<file path="config.mk">
export PLATFORM = sky130hd
export DESIGN_NAME = mm_ram_data_arbiter
export DESIGN_NICKNAME = d
export VERILOG_FILES = /design/src/rtl/mm_ram_data_arbiter.sv
export SDC_FILE = /design/constraint.sdc
export NUM_CORES = 1
export LEC_CHECK = 0
export ABC_AREA = 1
export BUFFER_PORTS_ARGS = -buffer_cell sky130_fd_sc_hd__buf_2
export CAP_MARGIN = 20
export CORE_AREA = 2 2 109 111
export DETAILED_ROUTE_END_ITERATION = 6
export DIE_AREA = 0 0 111 113
export HOLD_SLACK_MARGIN = 0.1
export PLACE_DENSITY = 0.55
export SLEW_MARGIN = 20
export SYNTH_ARGS = -nofsm -noshare
export SYNTH_HDL_FRONTEND = slang
export SYNTH_SLANG_ARGS = --single-unit
</file>
<file path="constraint.sdc">
create_clock -name clk_i -period 2.1 [get_ports clk_i]
set_clock_uncertainty 0.2 [all_clocks]
set_input_delay 0.105 -clock clk_i [delete_from_list [all_inputs] [get_ports clk_i]]
set_output_delay 0.105 -clock clk_i [all_outputs]
set_load 0.1 [all_outputs]
</file>
<file path="src/rtl/mm_ram_data_arbiter.sv">
// Round-robin arbiter sharing the mm_ram data port between NUM_MASTERS
// requesters. Uses the req/gnt/rvalid protocol on every port and keeps an
// in-order ID FIFO so each response is routed back to the master that
// issued the matching request.
//
// Handshake: a request is accepted in the cycle where req and gnt are both
// high (gnt may only be high while req is high). Every accepted request
// receives exactly one rvalid pulse, at least one cycle after its grant,
// in issue order. rdata is meaningful only in a cycle where rvalid is high.
module mm_ram_data_arbiter #(
  parameter int NUM_MASTERS     = 2,
  parameter int MAX_OUTSTANDING = 2,
  parameter int ADDR_WIDTH      = 32
) (
  input  logic                               clk_i,
  input  logic                               rst_ni,
  input  logic [NUM_MASTERS-1:0]             m_req_i,
  input  logic [NUM_MASTERS*ADDR_WIDTH-1:0]  m_addr_i,
  input  logic [NUM_MASTERS-1:0]             m_we_i,
  input  logic [NUM_MASTERS*4-1:0]           m_be_i,
  input  logic [NUM_MASTERS*32-1:0]          m_wdata_i,
  output logic [NUM_MASTERS-1:0]             m_gnt_o,
  output logic [NUM_MASTERS-1:0]             m_rvalid_o,
  output logic [31:0]                        m_rdata_o,
  output logic                               s_req_o,
  output logic [ADDR_WIDTH-1:0]              s_addr_o,
  output logic                               s_we_o,
  output logic [3:0]                         s_be_o,
  output logic [31:0]                        s_wdata_o,
  input  logic                               s_gnt_i,
  input  logic                               s_rvalid_i,
  input  logic [31:0]                        s_rdata_i,
  output logic [$clog2(MAX_OUTSTANDING):0]   outstanding_o,
  output logic                               err_o
);

  localparam int IW = (NUM_MASTERS > 1) ? $clog2(NUM_MASTERS) : 1;
  localparam int PW = (MAX_OUTSTANDING > 1) ? $clog2(MAX_OUTSTANDING) : 1;
  localparam int CW = $clog2(MAX_OUTSTANDING) + 1;

  logic [IW-1:0] rr_ptr;
  logic          lock_q;
  logic [IW-1:0] lock_idx_q;
  logic [IW-1:0] fifo_q [MAX_OUTSTANDING];
  logic [PW-1:0] wr_ptr;
  logic [PW-1:0] rd_ptr;
  logic [CW-1:0] count_q;
  logic          err_q;

  logic [IW-1:0] sel;
  logic          sel_valid;
  logic [IW-1:0] cand;
  logic          full;
  logic          empty;
  logic          grant;
  logic          pop;

  function automatic logic [PW-1:0] ptr_inc(input logic [PW-1:0] p);
    return (p == PW'(MAX_OUTSTANDING - 1)) ? '0 : p + 1'b1;
  endfunction

  // Selection: a stalled (locked) master keeps the port; otherwise scan from rr_ptr.
  // A locked master that drops its request loses the lock and normal
  // round-robin scanning takes over in that same cycle.
  always_comb begin
    sel       = '0;
    sel_valid = 1'b0;
    cand      = '0;
    if (lock_q && m_req_i[lock_idx_q]) begin
      sel       = lock_idx_q;
      sel_valid = 1'b1;
    end else begin
      for (int i = 0; i < NUM_MASTERS; i++) begin
        cand = IW'((int'(rr_ptr) + i) % NUM_MASTERS);
        if (!sel_valid && m_req_i[cand]) begin
          sel       = cand;
          sel_valid = 1'b1;
        end
      end
    end
  end

  assign full  = (count_q == CW'(MAX_OUTSTANDING));
  assign empty = (count_q == '0);

  // Reset gates the issue path so a reset pulse silences the slave side at once.
  assign s_req_o = rst_ni & sel_valid & ~full;
  assign grant   = s_req_o & s_gnt_i;
  assign pop     = rst_ni & s_rvalid_i & ~empty;

  // Slave-side request mux and per-master grant / response routing.
  always_comb begin
    s_addr_o   = '0;
    s_we_o     = 1'b0;
    s_be_o     = '0;
    s_wdata_o  = '0;
    m_gnt_o    = '0;
    m_rvalid_o = '0;
    if (sel_valid) begin
      s_addr_o  = m_addr_i[sel*ADDR_WIDTH +: ADDR_WIDTH];
      s_we_o    = m_we_i[sel];
      s_be_o    = m_be_i[sel*4 +: 4];
      s_wdata_o = m_wdata_i[sel*32 +: 32];
    end
    m_gnt_o[sel]             = grant;
    m_rvalid_o[fifo_q[rd_ptr]] = pop;
  end

  assign m_rdata_o     = s_rdata_i;
  assign outstanding_o = count_q;
  assign err_o         = err_q;

  // Arbitration state: lock holds a pending selection until it is granted.
  always_ff @(posedge clk_i or negedge rst_ni) begin
    if (!rst_ni) begin
      rr_ptr     <= '0;
      lock_q     <= 1'b0;
      lock_idx_q <= '0;
    end else begin
      lock_q     <= sel_valid & ~grant;
      lock_idx_q <= sel;
      if (grant) begin
        rr_ptr <= (sel == IW'(NUM_MASTERS - 1)) ? '0 : sel + 1'b1;
      end
    end
  end

  // Outstanding-ID FIFO: push on grant, pop on a response, count tracks both.
  always_ff @(posedge clk_i or negedge rst_ni) begin
    if (!rst_ni) begin
      for (int i = 0; i < MAX_OUTSTANDING; i++) begin
        fifo_q[i] <= '0;
      end
      wr_ptr  <= '0;
      rd_ptr  <= '0;
      count_q <= '0;
    end else begin
      if (grant) begin
        fifo_q[wr_ptr] <= sel;
        wr_ptr         <= ptr_inc(wr_ptr);
      end
      if (pop) begin
        rd_ptr <= ptr_inc(rd_ptr);
      end
      case ({grant, pop})
        2'b10:   count_q <= count_q + 1'b1;
        2'b01:   count_q <= count_q - 1'b1;
        default: count_q <= count_q;
      endcase
    end
  end

  // Sticky protocol error: response with nothing outstanding, or a stray grant.
  always_ff @(posedge clk_i or negedge rst_ni) begin
    if (!rst_ni) begin
      err_q <= 1'b0;
    end else if ((s_rvalid_i && empty) || (s_gnt_i && !s_req_o)) begin
      err_q <= 1'b1;
    end
  end

endmodule
</file>
# == Word level (Yosys, flattened, before mapping) ==
# Cells that the tools add are included.
# op_classes
add_sub_neg,6
n_mul,0
n_div,0
magnitude_cmp,10
eq_ne,3
shifts,3
muxes,33
bitwise,13
n_reduce_logical,12
# ops
op,count
64-bit by 7-bit indexed part select with 32-bit output,2
32-bit 2-to-1 mux,2
1-bit 2-to-1 mux,25
"1-bit by 2-bit less-than comparator with 1-bit output, second input constant",5
8-bit by 4-bit indexed part select with 4-bit output,1
1-bit logical AND,7
1-bit bitwise AND,6
"1-bit adder, second input constant",4
2-bit bitwise AND,2
"2-bit equality test, second input constant",2
"2-bit greater-or-equal comparator, second input constant",2
4-bit 2-to-1 mux,1
1-bit inverter with 2-bit output,2
2-bit case mux with 2 select lines,1
1-bit demux with 1-bit select,3
1-bit inverter,3
"2-bit by 1-bit adder with 2-bit output, second input constant",1
2-bit bitwise mux,1
"2-bit by 1-bit equality test with 1-bit output, second input constant",1
"1-bit greater-or-equal comparator, second input constant",2
1-bit zero test,2
2-bit zero test,1
"2-bit by 1-bit less-than comparator with 1-bit output, second input constant",1
2-bit nonzero test,1
2 further kinds,2
# totals
reg_bits,10
latch_bits,0
ramBits,0
rom_bits,0
elab_cells,89
n_memories,0

# == Depth between registers and ports, before layout ==
# depth
depth_word,13
ltp_mapped,9
mapped_depth_nobuf,8

# == Least setup slack after synthesis ==
# OpenSTA, ideal clock, no wires.
# synth_path
path_type,flip-flop to output port
start,register count_q[0] (netlist: outstanding_o[0])
end,output m_gnt_o[1]
t_arrival_ns,2.974
required_time_ns,1.795
setup_slack_ns,-1.179
path_stages_with_launch,5
path_buffers,0
path_cell_list,dfrtp_1 inv_1 nand2_1 nand4_2 a21oi_1
# synth_between
elab_chain_cells,5
# synth_lines
item,line,source
from (decl),47,logic [CW-1:0] count_q;
from (signal assigned),146,2'b10: count_q <= count_q + 1'b1;
from (signal assigned),147,2'b01: count_q <= count_q - 1'b1;
from (signal assigned),148,default: count_q <= count_q;
2-bit equality test,83,assign full = (count_q == CW'(MAX_OUTSTANDING));
1-bit inverter,87,assign s_req_o = rst_ni & sel_valid & ~full;
1-bit bitwise AND,87,
1-bit bitwise AND,88,assign grant = s_req_o & s_gnt_i;
2-bit bitwise AND (no source line),n/a,
to (decl),22,"output logic [NUM_MASTERS-1:0] m_gnt_o,"
# Every way passes these cells.

# == Final worst setup path ==
# layout_path
start,register lock_idx_q
end,output s_wdata_o[9]
# layout_between
elab_chain_cells,6
elab_cells_between_ends,7
classes_between,1 x shift; 5 x mux; 1 x reduce/logical
# layout_lines
item,line,source
from (decl),43,logic [IW-1:0] lock_idx_q;
from (signal assigned),121,lock_idx_q <= sel;
1-bit 2-to-1 mux (not written as such) (2 in series),69,if (lock_q && m_req_i[lock_idx_q]) begin
1-bit logical AND,69,
1-bit 2-to-1 mux,69,
64-bit by 7-bit indexed part select with 32-bit output,103,s_wdata_o = m_wdata_i[sel*32 +: 32];
32-bit 2-to-1 mux *,99,if (sel_valid) begin
to (decl),29,"output logic [31:0] s_wdata_o,"
# Every way passes the cells marked *; elsewhere a longest branch is shown, timed or not. The select of a mux whose other input is x is not followed.

==> out/qor.yml <==
cts:
  cts_sinks: 10
  clockRootBuffer: "clkbuf_16"
  tritoncts: "yes"
  h-tree-depth: 1
  cts-buffers-inserted: 3
  clk_latency_ns: 0.24
  post-cts-setup-buffers: 0
  clockBufferDepth: 2
  clkSlewWorstSetupHoldPaths_ns: 0.04
outcome:
  status: "completed"
cells_and_area:
  drive_gt1_frac: 0.499
  finalNonFillerCells: 831
  fin_util: 0.513
  final_common_cell: "buf_2"
  syn2layout_area_growth_pct: 136
  diodes: 0
  fin_nets: 866
  final_cell_mix: "buf_2 (147), inv_1 (77), buf_12 (75), nand3_1 (74), nor2_4 (73)"
  n_fill_cell: 1044
setup_path:
  arrival_ns: 1.75
  rrSetupSlack_ns: 0.11
  crit_required_ns: 1.79
  startpoint: "lock_idx_q"
  crit_path_end_kind: "output pin"
  reg2regPathDepth: 7
  critPathKind: "flop to output pin"
  cp_max_fo: 18
  start_kind: "flop"
  r2r_start: "outstanding_o[0]"
  worstReg2RegEnd: "lock_q"
yosys:
  yosysWarningCount: 0
  syn_nets: 651
  synth-seq-area-share: 0.102
  ys_ff_latch: 10
  synth_top_area_frac: 0.153
  synthCells: 474
  synth_cell_type_count: 20
  syn_avg_cell_area_sq_um: 5.16
  syn_area_sq_mm: 0.00245
  synth.largest_area_cell: "nand3_1"
  synthTopCellsByArea: "nand3_1 (15%), a21oi_1 (15%), nand2_1 (12%)"
power:
  p_leak_nw: 3.07
  seqPwrFrac: 0.052
  power.internal_mw: 2.46
  total_power_mw: 6.56
  sw_frac_of_total: 0.626
  p_per_area_mw_per_mm2: 1130
  netSwitchingPower_mw: 4.10
  p_clk_frac: 0.053
  p_comb_frac: 0.895
  peakVddDrop_mv: 0.772
die:
  rows: 39
  initial_core_util: 0.217
  core_sq_mm: 0.0113
  die_h_um: 113
  die_x_um: 111
  die_area_sq_mm: 0.0125
  ioPinCount: 285
timing:
  maxSlewHeadroom: 0.332
  hold_viol_final: 0
  fmaxAchievable_mhz: 488
  fin_hold_ws_ns: 0.153
  rsz0062_at_grt: "yes"
  setup_violations: 0
  period_share: 0.976
  tightest_slew_ns: 0.998
  slew_viol_final: 0
  setup-tns-final_ns: 0
  final.min_clock_period_ns: 2.05
route:
  avgRoutedWirePerCell_um: 14.4
  drt-total-wl_um: 12000
  vias: 3767
  drc_errors: 0
  drtIter0Drc: 206
  first_pass_iters: 4
  ant_nets: 0
  vias_per_cell: 4.53
placed_design:
  place_inst: 779
  place_congestion: 0.815
  numPortBuffers: 220
  hpwl_um: 8240
hold_path:
  hold_end: "wr_ptr"
  hp-start: "s_gnt_i"
  whs_path_depth: 4
  hp-class: "input pin to flop"
global_route:
  track_usage: 0.159
  gr-total-overflow: 0
  grt_pass1_vias: 3468
  grt_pass1_wl_um: 16800
  grt_max_degree: 71
  antenna_found_initial: 0
run:
  cap_violations: 0
-- cells in the mapped netlist, drive strengths merged --
cell type / number
inv: 80
nand2: 80
nand3: 76
nor2: 74
a21oi: 73
buf: 55
clkbuf: 14
dfrtp: 10
o21ai: 5
xor2: 3
ha: 1
nand4: 1
or2: 1
xnor2: 1
-- routing by layer --
layer  vias to the layer above  global-route usage  routed length [um]
met4                         0              0.0350                 163
met1                      1716               0.184                4560
li1                       1874                   -                   -
met2                       167               0.303                6400
met5                         -                   0                   0
met3                        10              0.0311                 856
-- stage by stage --
stage	worst slack [ns]	cell area (sq um)
floorplan	0.0210	3020
global placement	0.283	5070
detailed placement	0.220	5070
CTS	-0.0374	5540
global route	-0.0441	5780
finish	0.0500	5780
-- logic make-up (layout without fill, tap and decap cells) --
kind of cell | after synthesis | in the layout | synth area share
AO/OA/AOI/OAI | 78 | 78 | 0.160
XOR/XNOR | 4 | 4 | 0.0143
adder cells (fa/ha/maj) | 1 | 1 | 0.00511
buffers and inverters | 149 | 361 | 0.315
flip-flops | 10 | 10 | 0.102
AND/OR/NAND/NOR | 232 | 234 | 0.403
-- sequential cells by signal, summed over array words and instances (netlist names) --
register and cells:
err_o 1, wr_ptr 1, lock_idx_q 1, outstanding_o 2
rd_ptr 1, lock_q 1, rr_ptr 1, fifo_q 2
-- how the worst max path moves through the flow --
stage | endpoint | slack (ns) | cells past startpoint
after floorplan | outstanding_o[1] | 0.02 | 8
after global placement | s_wdata_o[13] | 0.28 | 7
after detailed placement | s_wdata_o[9] | 0.22 | 7
after CTS | s_wdata_o[9] | -0.04 | 7
after global routing | s_addr_o[2] | -0.04 | 7
final | s_wdata_o[9] | 0.05 | 8
-- worst max-delay path, stage by stage, from the launching register on --
cell and delay (ns):
dfrtp_2 0.43, inv_2 0.05, nand2_1 0.08, nand3_4 0.14, nand2_8 0.11, buf_16 0.19
a21oi_1 0.26, nor2_4 0.07, buf_12 0.17
-- area by class of cell --
class / instances / area, sq um / area share
repair buffers: 277 / 2880 / 0.498
inverters: 80 / 300 / 0.0519
multi-input cells: 317 / 2090 / 0.361
clock buffers: 4 / 78.8 / 0.0136
flip-flops and latches: 10 / 259 / 0.0448
well taps: 143 / 179 / 0.0309
-- power groups by stage --
stage	combinational [mW]	sequential [mW]	clock, mW
after floorplan	3.81	0.474	0
after global placement	5.30	0.337	0
after detailed placement	5.36	0.339	0
after CTS	5.68	0.337	0.349
after global routing	6.10	0.350	0.359
final	5.87	0.342	0.347
-- what timing repair did --
action                     4_1_cts  5_1_grt
setup endpoints to repair       35       66
hold buffers                    38        0
gates cloned                     0       10
pin swaps                        0        3
resized for setup                2       22
hold endpoints to repair        44        0
No activity file was read; power rests on OpenSTA's default activity.
